## config.mk

```make
export PLATFORM = sky130hd
export DESIGN_NAME = unary_stream_encoder
export DESIGN_NICKNAME = d
export VERILOG_FILES = /design/src/rtl/unary_pkg.sv /design/src/rtl/unary_rate_accumulator.sv /design/src/rtl/unary_stream_encoder.sv
export SDC_FILE = /design/constraint.sdc
export NUM_CORES = 1
export LEC_CHECK = 0
export CAP_MARGIN = 20
export CORE_MARGIN = 2
export CORE_UTILIZATION = 47
export DETAILED_ROUTE_END_ITERATION = 6
export GPL_ROUTABILITY_DRIVEN = 0
export HOLD_SLACK_MARGIN = 0.06
export PLACE_DENSITY = 0.75
export SYNTH_ARGS = -nofsm -noshare
export SYNTH_HDL_FRONTEND = slang
export SYNTH_SLANG_ARGS = --single-unit
```

## constraint.sdc

```tcl
create_clock -name clk -period 2.15 [get_ports clk]
set_input_delay 0.215 -clock clk [delete_from_list [all_inputs] [get_ports clk]]
set_output_delay 0.215 -clock clk [all_outputs]
set_load 0.005 [all_outputs]
```

## src/rtl/unary_pkg.sv

```systemverilog
// Shared types and constants for the unary stream encoder: FSM state
// encoding and the encoding-mode selector values.
package unary_pkg;

    typedef enum logic [0:0] {
        IDLE   = 1'b0,
        STREAM = 1'b1
    } state_e;

    localparam int UNARY_THERMO  = 0;
    localparam int UNARY_DISTRIB = 1;

endpackage

```

## src/rtl/unary_rate_accumulator.sv

```systemverilog
// Rate-accumulator datapath: holds the fractional accumulator and produces the
// current unary bit (thermometer compare or evenly distributed overflow).
module unary_rate_accumulator
    import unary_pkg::*;
#(
    parameter int INPUT_WIDTH = 32,
    parameter int COUNT_WIDTH = $clog2(INPUT_WIDTH + 1),
    parameter int MODE        = UNARY_DISTRIB
) (
    input  logic                   clk,
    input  logic                   reset,
    input  logic                   load,
    input  logic                   advance,
    input  logic                   active,
    input  logic [COUNT_WIDTH-1:0] value,
    input  logic [COUNT_WIDTH-1:0] bit_count,
    output logic                   bit_out
);

    // One extra bit keeps acc + value (< 2*INPUT_WIDTH) from wrapping.
    localparam logic [COUNT_WIDTH:0] FRAME_LEN = (COUNT_WIDTH + 1)'(INPUT_WIDTH);
    localparam logic [COUNT_WIDTH:0] ACC_INIT  = (COUNT_WIDTH + 1)'(INPUT_WIDTH / 2);

    logic [COUNT_WIDTH:0] acc_q;
    logic [COUNT_WIDTH:0] acc_d;
    logic [COUNT_WIDTH:0] sum;
    logic                 overflow;

    assign sum      = acc_q + {1'b0, value};
    assign overflow = (sum >= FRAME_LEN);

    // NOTE: every always_comb output gets a default first so no path leaves it
    // unassigned, which would otherwise infer a latch.
    always_comb begin
        acc_d = acc_q;
        if (load) begin
            acc_d = ACC_INIT;
        end else if (advance && (MODE == UNARY_DISTRIB)) begin
            acc_d = overflow ? (sum - FRAME_LEN) : sum;
        end
    end

    always_comb begin
        bit_out = 1'b0;
        if (active) begin
            bit_out = (MODE == UNARY_THERMO) ? (bit_count < value) : overflow;
        end
    end

    // NOTE: sequential state uses non-blocking assignments so every flop
    // samples the pre-edge values regardless of block evaluation order.
    always_ff @(posedge clk or negedge reset) begin
        if (!reset) begin
            acc_q <= '0;
        end else begin
            acc_q <= acc_d;
        end
    end

endmodule

```

## src/rtl/unary_stream_encoder.sv

```systemverilog
// Converts a binary count into an INPUT_WIDTH-bit unary frame streamed one bit
// per ready/valid transfer, with a done pulse after the last bit.
module unary_stream_encoder
    import unary_pkg::*;
#(
    parameter int INPUT_WIDTH = 32,
    parameter int COUNT_WIDTH = $clog2(INPUT_WIDTH + 1),
    parameter int MODE        = UNARY_DISTRIB
) (
    input  logic                   clk,
    input  logic                   reset,
    input  logic [COUNT_WIDTH-1:0] in_value,
    input  logic                   in_valid,
    output logic                   in_ready,
    input  logic                   bit_ready,
    output logic                   bit_out,
    output logic                   bit_valid,
    output logic [COUNT_WIDTH-1:0] bit_count,
    output logic                   done
);

    localparam logic [COUNT_WIDTH-1:0] FRAME_LEN = COUNT_WIDTH'(INPUT_WIDTH);
    localparam logic [COUNT_WIDTH-1:0] LAST_IDX  = COUNT_WIDTH'(INPUT_WIDTH - 1);

    state_e                 state_q, state_d;
    logic [COUNT_WIDTH-1:0] value_q, value_d;
    logic [COUNT_WIDTH-1:0] bit_count_q, bit_count_d;
    logic                   done_q, done_d;
    logic                   load;
    logic                   advance;

    assign in_ready  = (state_q == IDLE);
    assign bit_valid = (state_q == STREAM);
    assign bit_count = bit_count_q;
    assign done      = done_q;
    assign load      = in_ready && in_valid;
    assign advance   = bit_valid && bit_ready;

    always_comb begin
        state_d     = state_q;
        value_d     = value_q;
        bit_count_d = bit_count_q;
        done_d      = 1'b0;
        case (state_q)
            IDLE: begin
                if (in_valid) begin
                    value_d     = (in_value > FRAME_LEN) ? FRAME_LEN : in_value;
                    bit_count_d = '0;
                    state_d     = STREAM;
                end
            end
            STREAM: begin
                if (bit_ready) begin
                    bit_count_d = bit_count_q + COUNT_WIDTH'(1);
                    // bit_count stays at FRAME_LEN after the last bit until the next load.
                    if (bit_count_q == LAST_IDX) begin
                        state_d = IDLE;
                        done_d  = 1'b1;
                    end
                end
            end
            default: state_d = IDLE;
        endcase
    end

    always_ff @(posedge clk or negedge reset) begin
        if (!reset) begin
            state_q     <= IDLE;
            value_q     <= '0;
            bit_count_q <= '0;
            done_q      <= 1'b0;
        end else begin
            state_q     <= state_d;
            value_q     <= value_d;
            bit_count_q <= bit_count_d;
            done_q      <= done_d;
        end
    end

    unary_rate_accumulator #(
        .INPUT_WIDTH (INPUT_WIDTH),
        .COUNT_WIDTH (COUNT_WIDTH),
        .MODE        (MODE)
    ) u_rate_acc (
        .clk       (clk),
        .reset     (reset),
        .load      (load),
        .advance   (advance),
        .active    (bit_valid),
        .value     (value_q),
        .bit_count (bit_count_q),
        .bit_out   (bit_out)
    );

endmodule

```

==> run summary <==
The tools report the post-route worst hold slack as 0.2245 ns. For the number of library cell types mapped by synthesis, the log shows 32. The tools report the initial antenna violation count as 0. Entering global routing, the biggest net connects 22 pins.

The share of the clock period used by the worst path was 1.251. The run gives 18 as the number of core rows. The setup path with the least slack is of type reg -> out. In the layout the commonest cells are sky130_fd_sc_hd__dfrtp_1 (21), sky130_fd_sc_hd__buf_4 (21), sky130_fd_sc_hd__clkdlybuf4s50_1 (18), sky130_fd_sc_hd__nand2_1 (17).

The clock-pin transition on the worst setup and hold timing paths came out at 0.13 ns. The tools report the hold violation total from the final report as 0. The final reports fail on negative setup slack. The areal power density over the cells came out at 1248 nW/µm². The clock buffer count from CTS is 3.

In this run, synthesis inferred 0 flip-flops with an integrated enable. The fraction of final layout cells with drive strength greater than 1 came out at 0.2857. The first detailed-routing pass took 6 iterations. The tree built by TritonCTS fans out to 21 sinks. Setup repair after global routing could not meet its margin everywhere. Once layout is done, the placed cells without fillers occupy 1719 µm². The worst supply voltage drop on vdd is 953.1 µV, and the level count of the clock H-tree is 1. The met2 track utilization from global routing came out at 0.3948. The global routing stage identified its most utilized layer as met2. In this run the remaining antenna-violating nets after routing total 0.

The run gives 143 as the net count after synthesis. The die width works out to 54.74 µm. Buffer cell driving the clock tree root: sky130_fd_sc_hd__clkbuf_4. The number of global-route vias before repair is 1073. Clock skew on the completed layout was measured at 0.001896 ns.

The aggregate global routing overflow is 0. The area of the core was 2455 µm². After layout, the design draws a total of 2.146 mW. At the worst endpoint, the required time is 1.93 ns.

In the routed design, unresolved DRC markers number 0. The most common flop cell mapped by yosys was sky130_fd_sc_hd__dfrtp_1. The number of hold-repair buffers added at the cts stage was 0. For the net count reported at finish, the log shows 188.

The relative area change from synthesis to final layout was 42.09%; the total placed instance area was 1573 µm². The routed via count is 1091. Across the run, the number of max-cap violations was 0. The critical path goes through ha_4 > fa_2 > a211oi_2 > buf_4 > nor2_4 > a211oi_4 > ha_2 > o22ai_2 > buf_2.

Global-route wire length before repair: 4.892 mm. For the total placed cells including tap cells, the log shows 189. The tools report the cell area after synthesis as 1210 µm².

For this design the top-level I/O count stands at 20. For the total of warnings raised by yosys, the log shows 0. The global routing usage summed across all routing layers was 0.2354.

For this design, the slowest cell found on the critical path is sky130_fd_sc_hd__dfrtp_1. The die covers 2996 µm². The run gives 0.4929 as the initial standard-cell utilization of the core.

The wire-length estimate of the detail-placed layout is 2.177 mm. The flow ran to the end, but the final reports show violations. Setup violations remaining at the end of the flow were counted as 3. The run gives 25 as the iteration-0 DRC count of the detailed router. Together, buffers and inverters on the worst path number 2. In the final routed layout, each cell accounts on average for 15.50 µm. The number of port buffers is 19, and the die outline height is 54.74 µm. The post-layout instance count excluding filler cells is 198.

The repair_antennas step left the layout with diodes totalling 0. The slew at the pin with the worst max-slew slack is 0.6502 ns, and the top fanout value on the critical path is 2. The routed design has 3.069 mm of wire. The maximum frequency from static timing analysis is 371.7 MHz, and the worst setup margin is -0.5404 ns.

The max-slew headroom at the worst pin came out at 0.5649. Signal arrival time at the worst endpoint: 2.48 ns. The number of buffers on the longest clock path was 2. STA classifies the critical path startpoint as a register. The dominant delay contributor by cell family on the critical path was adder cells. The run gives 0.31 ns as the source-to-sink clock delay at the later pin of the worst-skew pair. For the met1 routing resource usage after global routing, the log shows 0.2997. TritonCTS built the clock tree.

The cell count after synthesis came out at 124. The average size of a mapped cell is 9.757 µm², and the via density per instance is 5.510. The tools report the max-slew violation count as 0. The worst setup path is captured at an output port.

For the finished layout, the period the worst path requires is 2.690 ns. The largest single stage delay on the critical path is 0.43 ns. The met3 track demand over resource was 0.06557; the fraction of registers with async set/reset was 1.000.

For the post-synthesis sequential area ratio, the log shows 0.4343. For this design the static power due to leakage is 0.7651 nW. The path class of the tightest hold or removal check is in -> async. The synthesis-stage register bit count was 21.
==> through the flow <==
stage / TNS, ns / setup WS [ns] / util
5_1_grt: -1.666 / -0.6760 / 0.7003
3_5_place_dp: -1.453 / -0.5743 / 0.6407
4_1_cts: -1.362 / -0.5808 / 0.6748
2_1_floorplan: -0.1131 / -0.08095 / -
6_report: -1.272 / -0.5404 / 0.7003
3_3_place_gp: -1.188 / -0.5205 / 0.6407
==> cells in the mapped netlist, drive strengths merged (2+ instances only) <==
library cell	number	share of area
dfrtp	21	0.43
nand2	19	0.059
nor2	13	0.040
o21ai	11	0.045
ha	8	0.083
nand2b	5	0.026
a211oi	4	0.041
a22o	4	0.029
nand3	3	0.012
nor2b	3	0.016
nor3b	3	0.019
o31ai	3	0.019
xor2	3	0.022
a221o	2	0.017
clkbuf	2	0.0062
inv	2	0.0062
nor3	2	0.0083
o211ai	2	0.012
o21a	2	0.013
==> cells by family (layout without fill, tap and decap cells) <==
logic type               after synthesis  in the layout  synth area share
buffers and inverters                  4             48           0.01241
AO/OA/AOI/OAI                         32             32            0.2068
adder cells (fa/ha/maj)                9              9           0.09928
XOR/XNOR                               4              4           0.02896
AND/OR/NAND/NOR                       54             54            0.2182
flip-flops                            21             21            0.4343
==> layer usage <==
metal	part of all wire	wire length, µm	up-vias
met5	0	0	-
met4	0.0042	13	0
met3	0.030	91	2
met2	0.51	1570	19
met1	0.45	1393	534
li1	-	-	536
==> worst paths after layout <==
kind                                                 startpoint                              end  slack [ns]  cells after the start
worst max-delay path            u_rate_acc.acc_q[0]$_DFFE_PN0P_                          bit_out       -0.54                      9
worst min-delay path                                      reset  u_rate_acc.acc_q[6]$_DFFE_PN0P_        0.22                      2
worst max register to register  u_rate_acc.acc_q[0]$_DFFE_PN0P_  u_rate_acc.acc_q[6]$_DFFE_PN0P_       -0.39                     11
worst min register to register           value_q[3]$_DFFE_PN0P_           value_q[3]$_DFFE_PN0P_        0.51                      2
max in group asynchronous                                 reset  u_rate_acc.acc_q[1]$_DFFE_PN0P_        1.70                      2
min in group clk                                    in_value[2]           value_q[2]$_DFFE_PN0P_        0.44                      3
==> repair_timing <==
action / in CTS / in global routing
setup endpoints to repair: 3 / 3
hold endpoints to repair: 0 / 0
pin swaps: 7 / 6
resized for setup: 14 / 8
setup buffers: 3 / 4
==> worst register-to-register path, delay by kind of cell, from the launching register on <==
kind / cells / cell delay (ns)
compound gates: 4 / 0.83
buf+inv: 2 / 0.29
fa+ha+maj: 3 / 0.79
simple gates: 2 / 0.09
flops: 1 / 0.43
==> layout make-up <==
cell class | count | area (µm²)
tap | 30 | 37.54
clock inverter | 1 | 7.507
fill | 191 | 735.7
multi-input combinational | 99 | 753.2
sequential | 21 | 525.5
timing repair buffer | 42 | 365.4
inverter | 2 | 7.507
clock buffer | 3 | 22.52
==> sequential cells by signal, indices dropped and copies added (netlist names) <==
| name | cells |
|---|---|
| value_q | 6 |
| bit_count | 6 |
| done | 1 |
| bit_valid | 1 |
| u_rate_acc.acc_q | 7 |
==> where the power goes <==
part	internal, mW	switching, mW
clock	0.0710	0.137
combinational	0.740	0.576
sequential	0.507	0.116
total	1.32	0.828
Power figures use the tool's default switching activity.
==> RTL edit 1, RTL diff (config.mk and constraints unchanged) <==
Put one more register stage on the output `bit_count`, cleared by the reset. The value now appears one clock later. The other outputs are not delayed to match.
--- a/src/rtl/unary_stream_encoder.sv
+++ b/src/rtl/unary_stream_encoder.sv
@@ -24,2 +24,4 @@
 
+    logic [COUNT_WIDTH-1:0] bit_count_c;
+
     state_e                 state_q, state_d;
@@ -33,3 +35,3 @@
     assign bit_valid = (state_q == STREAM);
-    assign bit_count = bit_count_q;
+    assign bit_count_c = bit_count_q;
     assign done      = done_q;
@@ -94,2 +96,10 @@
 
+    always_ff @(posedge clk or negedge reset) begin
+        if (!reset) begin
+            bit_count <= '0;
+        end else begin
+            bit_count <= bit_count_c;
+        end
+    end
+
 endmodule
Formal check against the unedited RTL: not equivalent (a bounded check fails within 4 cycles, from zero or initial values and one cycle with reset low).
==> RTL edit 1 against the unedited design <==
The run still ends with negative setup slack left; power is 6.7% higher; non-clock buffer count is 1 higher; final area is 6.6% higher; area after synthesis is 13% higher; sequential cell count is 6 higher; wire length is 3.7% lower; clock skew is 0.0041 ns higher; sequential power is 26% higher; combinational power is 4% lower; worst setup slack worse by 0.083 ns.
==> RTL edit 1: results (changes against the unedited design) <==
.. list-table::
   :header-rows: 1

   * - Metric
     - Value
   * - Post-synthesis net count
     - 150 (+4.9%)
   * - HPWL after detailed placement
     - 2207 µm (+1.4%)
   * - Worst Skew
     - 0.005955 ns (+0.004058 ns)
   * - Clock-pin slew reported for the worst setup and hold paths after clock tree synthesis
     - 0.15 ns (+0.02 ns)
   * - Violations in the final reports
     - negative setup slack
   * - Pin count of the biggest net entering global routing
     - 28 (+27%)
   * - Commonest cells in the netlist
     - dfrtp_1 (27), nand2_1 (24), nor2_1 (13), ha_1 (8), o21ai_0 (7)
   * - Setup slack after layout
     - -0.6230 ns (-0.08262 ns)
   * - Synthesized instance count
     - 131 (+5.6%)
   * - Static Leak
     - 0.8468 nW (+11%)
   * - Synthesized-area fraction occupied by xor and xnor cells
     - 2.574% (-0.32 points)
   * - Vias in the first global route
     - 1121 (+4.5%)
   * - Proportion of layout cells with a drive suffix above 1
     - 25.57% (-3.0 points)
   * - Worst IR Drop VDD
     - 0.8445 mV (-11%)
   * - Clock latency of the later-clocked register in the worst-skew pair
     - 0.34 ns (+0.03 ns)
   * - Setup violators final
     - 3 (unchanged)
   * - Adder-cell share of the synthesized area
     - 8.824% (-1.1 points)
   * - Iteration-0 DRC count of the detailed router
     - 30 (+20%)
   * - Inst Count DP
     - 196 (+3.7%)
   * - First-pass GRT wire length
     - 4933 µm (+0.84%)
   * - Placed instance area
     - 1718 µm² (+9.2%)
   * - Seq/Total Area, Yosys
     - 49.63% (+6.2 points)
   * - Number of distinct library cells after synthesis
     - 34 (+6.3%)
   * - Transition time at the pin with the least slew margin
     - 0.4445 ns (-0.2057 ns)
   * - First-pass DRT Iterations
     - 4 (-2)
   * - Cell types with the largest area share after synthesis
     - dfrtp_1 (50%), ha_1 (7.4%), nand2_1 (6.6%)
   * - Outcome
     - finished, violations left
RTL edit 1: cell count changes in the layout (fill, tap and decap cells not counted), moves of 2 or more:
| cell | before | now |
|---|---|---|
| nand2b_1 | 5 | 0 |
| dfrtp_1 | 21 | 27 |
| nand3b_1 | 0 | 5 |
| nand2_1 | 17 | 23 |
| o21ai_0 | 11 | 7 |
| buf_4 | 21 | 23 |
RTL edit 1: per-stage QoR:
| stage | setup slack [ns] | total power [mW] | setup TNS, ns |
|---|---|---|---|
| finish | -0.6230 | 2.290 | -1.367 |
| floorplan | -0.08157 | 1.410 | -0.1137 |
| detailed placement | -0.6231 | 1.896 | -1.389 |
| CTS | -0.5985 | 2.259 | -1.227 |
| global placement | -0.5113 | 1.835 | -1.106 |
| global route | -0.7125 | 2.441 | -1.686 |
RTL edit 1: final timing paths:
check | start | end
worst min-delay path | reset | u_rate_acc.acc_q[6]$_DFFE_PN0P_
worst min register to register | bit_count_c[4]$_DFFE_PN0P_ | bit_count[4]$_DFF_PN0_
worst max-delay path | u_rate_acc.acc_q[0]$_DFFE_PN0P_ | bit_out
worst max register to register | u_rate_acc.acc_q[0]$_DFFE_PN0P_ | u_rate_acc.acc_q[6]$_DFFE_PN0P_
max in group asynchronous | reset | u_rate_acc.acc_q[2]$_DFFE_PN0P_
min in group clk | in_value[4] | value_q[4]$_DFFE_PN0P_
RTL edit 1: repair_timing:
action,in CTS,in global routing
pin swaps,9,8
endpoints found under the setup margin,3,3
gates cloned,0,0
gates resized for setup,10,2
hold buffers,0,0
buffers inserted,6,1
RTL edit 1: cell families after synthesis:
| family | after synthesis |
|---|---|
| and+or+nand+nor | 60 |
| DFF | 27 |
| AOI/OAI and AO/OA | 27 |
| buffers and inverters | 4 |
| adders and majority gates | 9 |
| xor gates and xnor gates | 4 |
RTL edit 1: report_power, final:
group / internal [mW] / switching [mW] / leakage [nW]
Clock: 0.0716 / 0.164 / 0.0139
Sequential: 0.667 / 0.121 / 0.339
Combinational: 0.718 / 0.548 / 0.494
Total: 1.46 / 0.833 / 0.847
RTL edit 1: worst max-delay path, cell delays in order, from the launching register on:
cell	delay (ns)
dfrtp_1	0.43
ha_2	0.21
fa_2	0.37
xnor2_1	0.26
nand2_1	0.14
or4_4	0.54
o22ai_2	0.13
buf_2	0.14
RTL edit 1: layout make-up:
class                   instances  area (µm²)
fillers                       225       925.9
multi-input cells             100       710.7
flip-flops and latches         27       675.6
repair buffers                 43       369.1
well taps                      31       38.79
clock buffers                   3       22.52
clock inverters                 1       7.507
inverters                       2       7.507
RTL edit 1: routing by layer:
metal / track usage, % / share of wire (%) / up-vias
met5: 0 / 0 / -
met4: 5.648 / 1.2 / 0
met3: 3.125 / 4.9 / 3
met2: 34.42 / 51 / 29
met1: 23.73 / 43 / 556
li1: - / - / 562
==> RTL edit 2, RTL diff (same flow settings) <==
Made on the original files. `INPUT_WIDTH` is set to 32 in 2 places; all go to 64.
--- a/src/rtl/unary_rate_accumulator.sv
+++ b/src/rtl/unary_rate_accumulator.sv
@@ -5,3 +5,3 @@
 #(
-    parameter int INPUT_WIDTH = 32,
+    parameter int INPUT_WIDTH = 64,
     parameter int COUNT_WIDTH = $clog2(INPUT_WIDTH + 1),
--- a/src/rtl/unary_stream_encoder.sv
+++ b/src/rtl/unary_stream_encoder.sv
@@ -5,3 +5,3 @@
 #(
-    parameter int INPUT_WIDTH = 32,
+    parameter int INPUT_WIDTH = 64,
     parameter int COUNT_WIDTH = $clog2(INPUT_WIDTH + 1),
Interface: changed (resized bit_count and in_value); port bits go from 20 to 22. No check against the original RTL was run, so the function may have changed too.
==> RTL edit 2 against the unedited design <==
The flow still finishes with violations (negative setup slack); area after synthesis increased by 14%; count of clock-buffer cells in the layout did not move; wire length grew 31%; die area is 13% higher; critical path type unchanged; via count is 23% higher; final cell count is 18% higher; final area up 21%; sequential cell count up 3; power is 22% higher; worst setup slack got worse by 0.57 ns.
==> RTL edit 2: results (changes against the unedited design) <==
.. list-table::
   :header-rows: 1

   * - Metric
     - Value
   * - Outcome
     - finished, violations left
   * - Violations in the final reports
     - negative setup slack
   * - Setup violators final
     - 3 (unchanged)
   * - Number of nets at the end of the flow
     - 225 (+20%)
   * - Initial antenna violation count
     - 0 (unchanged)
   * - Number of distinct library cells after synthesis
     - 37 (+16%)
   * - Gr usage total
     - 22.81% (-0.73 points)
   * - Number of flip-flops under the largest register name
     - 8 (+1)
   * - Relative slew slack
     - 69.74% (+13 points)
   * - Seq/Total Area, Yosys
     - 43.40% (about the same)
   * - Met2 Usage GRT
     - 42.05% (+2.6 points)
   * - Net load switching power
     - 0.9914 mW (+20%)
   * - Worst slack, placed
     - -1.032 ns (-0.4577 ns)
   * - Inst Count DP
     - 221 (+17%)
   * - Setup slack after layout
     - -1.106 ns (-0.5654 ns)
   * - Pin count of the biggest net entering global routing
     - 25 (+14%)
   * - Global-route met1 utilization
     - 26.29% (-3.7 points)
   * - Number of buffers added on ports
     - 21 (+2)
   * - Kind of cell adding the most delay to the critical path
     - adder cells
   * - Largest fanout on the critical path
     - 2 (unchanged)
   * - Proportion of layout cells with a drive suffix above 1
     - 31.19% (+2.6 points)
   * - Worst IR Drop VDD
     - 1.124 mV (+18%)
   * - Avg Inst Size Synth
     - 9.745 µm² (-0.12%)
   * - Clock latency of the later-clocked register in the worst-skew pair
     - 0.33 ns (+0.02 ns)
   * - Critical path data arrival time
     - 3.04 ns (+0.56 ns)
   * - First-pass GRT wire length
     - 5837 µm (+19%)
   * - Grt met3 use
     - 1.786% (-4.8 points)
   * - Post-synthesis net count
     - 164 (+15%)
   * - Worst Skew
     - 0.007764 ns (+0.005868 ns)
   * - Average routed wire per standard cell
     - 17.25 µm (+11%)
   * - Total wire length
     - 4019 µm (+31%)
   * - Cell types with the largest area share after synthesis
     - dfrtp_1 (43%), ha_1 (9.0%), nand2_1 (5.7%)
   * - HPWL after detailed placement
     - 2588 µm (+19%)
   * - Placed instance area
     - 1861 µm² (+18%)
   * - Total via count after detailed routing
     - 1342 (+23%)
   * - Static Leak
     - 0.9526 nW (+25%)
   * - Total area of sequential cells
     - 600.6 µm² (+14%)
   * - First-pass DRT Iterations
     - 5 (-1)
   * - Iteration-0 DRC count of the detailed router
     - 41 (+64%)
   * - Post-Route Setup TNS
     - -2.401 ns (-1.129 ns)
   * - Filler cells
     - 197 (+3.1%)
   * - Commonest cells in the netlist
     - dfrtp_1 (24), nand2_1 (21), nor2_1 (13), o21ai_0 (13), ha_1 (10)
-- RTL edit 2: cell types whose count changed in the layout (fill, tap and decap cells not counted), sizes merged, moves of 3 or more --
cell / delta
a21oi: +4
buf: +16
dfrtp: +3
o21ai: +4
xnor2: +3
-- RTL edit 2: final cells by class --
type                            instances  share of cell area [%]
Inverter                                4                  0.7233
Clock inverter                          1                   1.447
Tap cell                               31                   1.869
Timing Repair Buffer                   60                   24.53
Sequential cell                        24                   28.93
Multi-Input combinational cell        110                   41.41
Clock buffer                            3                   1.085
-- RTL edit 2: repair_timing --
action	4_1_cts	5_1_grt
cloned	0	0
resized for setup	13	9
pin swaps	12	12
setup buffers	8	3
setup endpoints to repair	3	6
-- RTL edit 2: worst paths after layout --
| check | from | end | slack (ns) | cells past startpoint |
|---|---|---|---|---|
| hold / removal | reset | u_rate_acc.acc_q[1]$_DFFE_PN0P_ | 0.23 | 2 |
| setup reg to reg | value_q[0]$_DFFE_PN0P_ | u_rate_acc.acc_q[7]$_DFFE_PN0P_ | -0.71 | 13 |
| setup / recovery | value_q[0]$_DFFE_PN0P_ | bit_out | -1.11 | 12 |
| hold reg to reg | bit_count[6]$_DFFE_PN0P_ | done$_DFF_PN0_ | 0.50 | 1 |
| max in group asynchronous | reset | value_q[5]$_DFFE_PN0P_ | 1.67 | 2 |
| min in group clk | in_value[2] | value_q[2]$_DFFE_PN0P_ | 0.44 | 3 |
-- RTL edit 2: metal layers --
layer | up-vias | wire [µm] | part of all wire [%]
met5 | - | 0 | 0
met4 | 0 | 135 | 3.4
met3 | 18 | 179 | 4.5
met2 | 61 | 2163 | 54
met1 | 646 | 1541 | 38
li1 | 617 | - | -
-- RTL edit 2: logic make-up (layout without fill, tap and decap cells) --
family                   count (synthesis)  after routing  share of synthesized area (%)
flip-flops                              24             24                          43.40
buffers and inverters                    8             68                          3.344
adder cells (fa/ha/maj)                 11             11                          10.49
XOR/XNOR                                 7              7                          4.974
AO/OA/AOI/OAI                           36             36                          17.81
AND/OR/NAND/NOR                         56             56                          19.98
-- RTL edit 2: power groups by stage --
stage | combinational (mW) | sequential (mW) | clock (mW)
floorplan | 0.628 | 0.659 | 0
global placement | 1.18 | 0.670 | 0
detailed placement | 1.23 | 0.680 | 0
CTS | 1.37 | 0.673 | 0.335
global route | 1.70 | 0.694 | 0.353
finish | 1.59 | 0.683 | 0.336
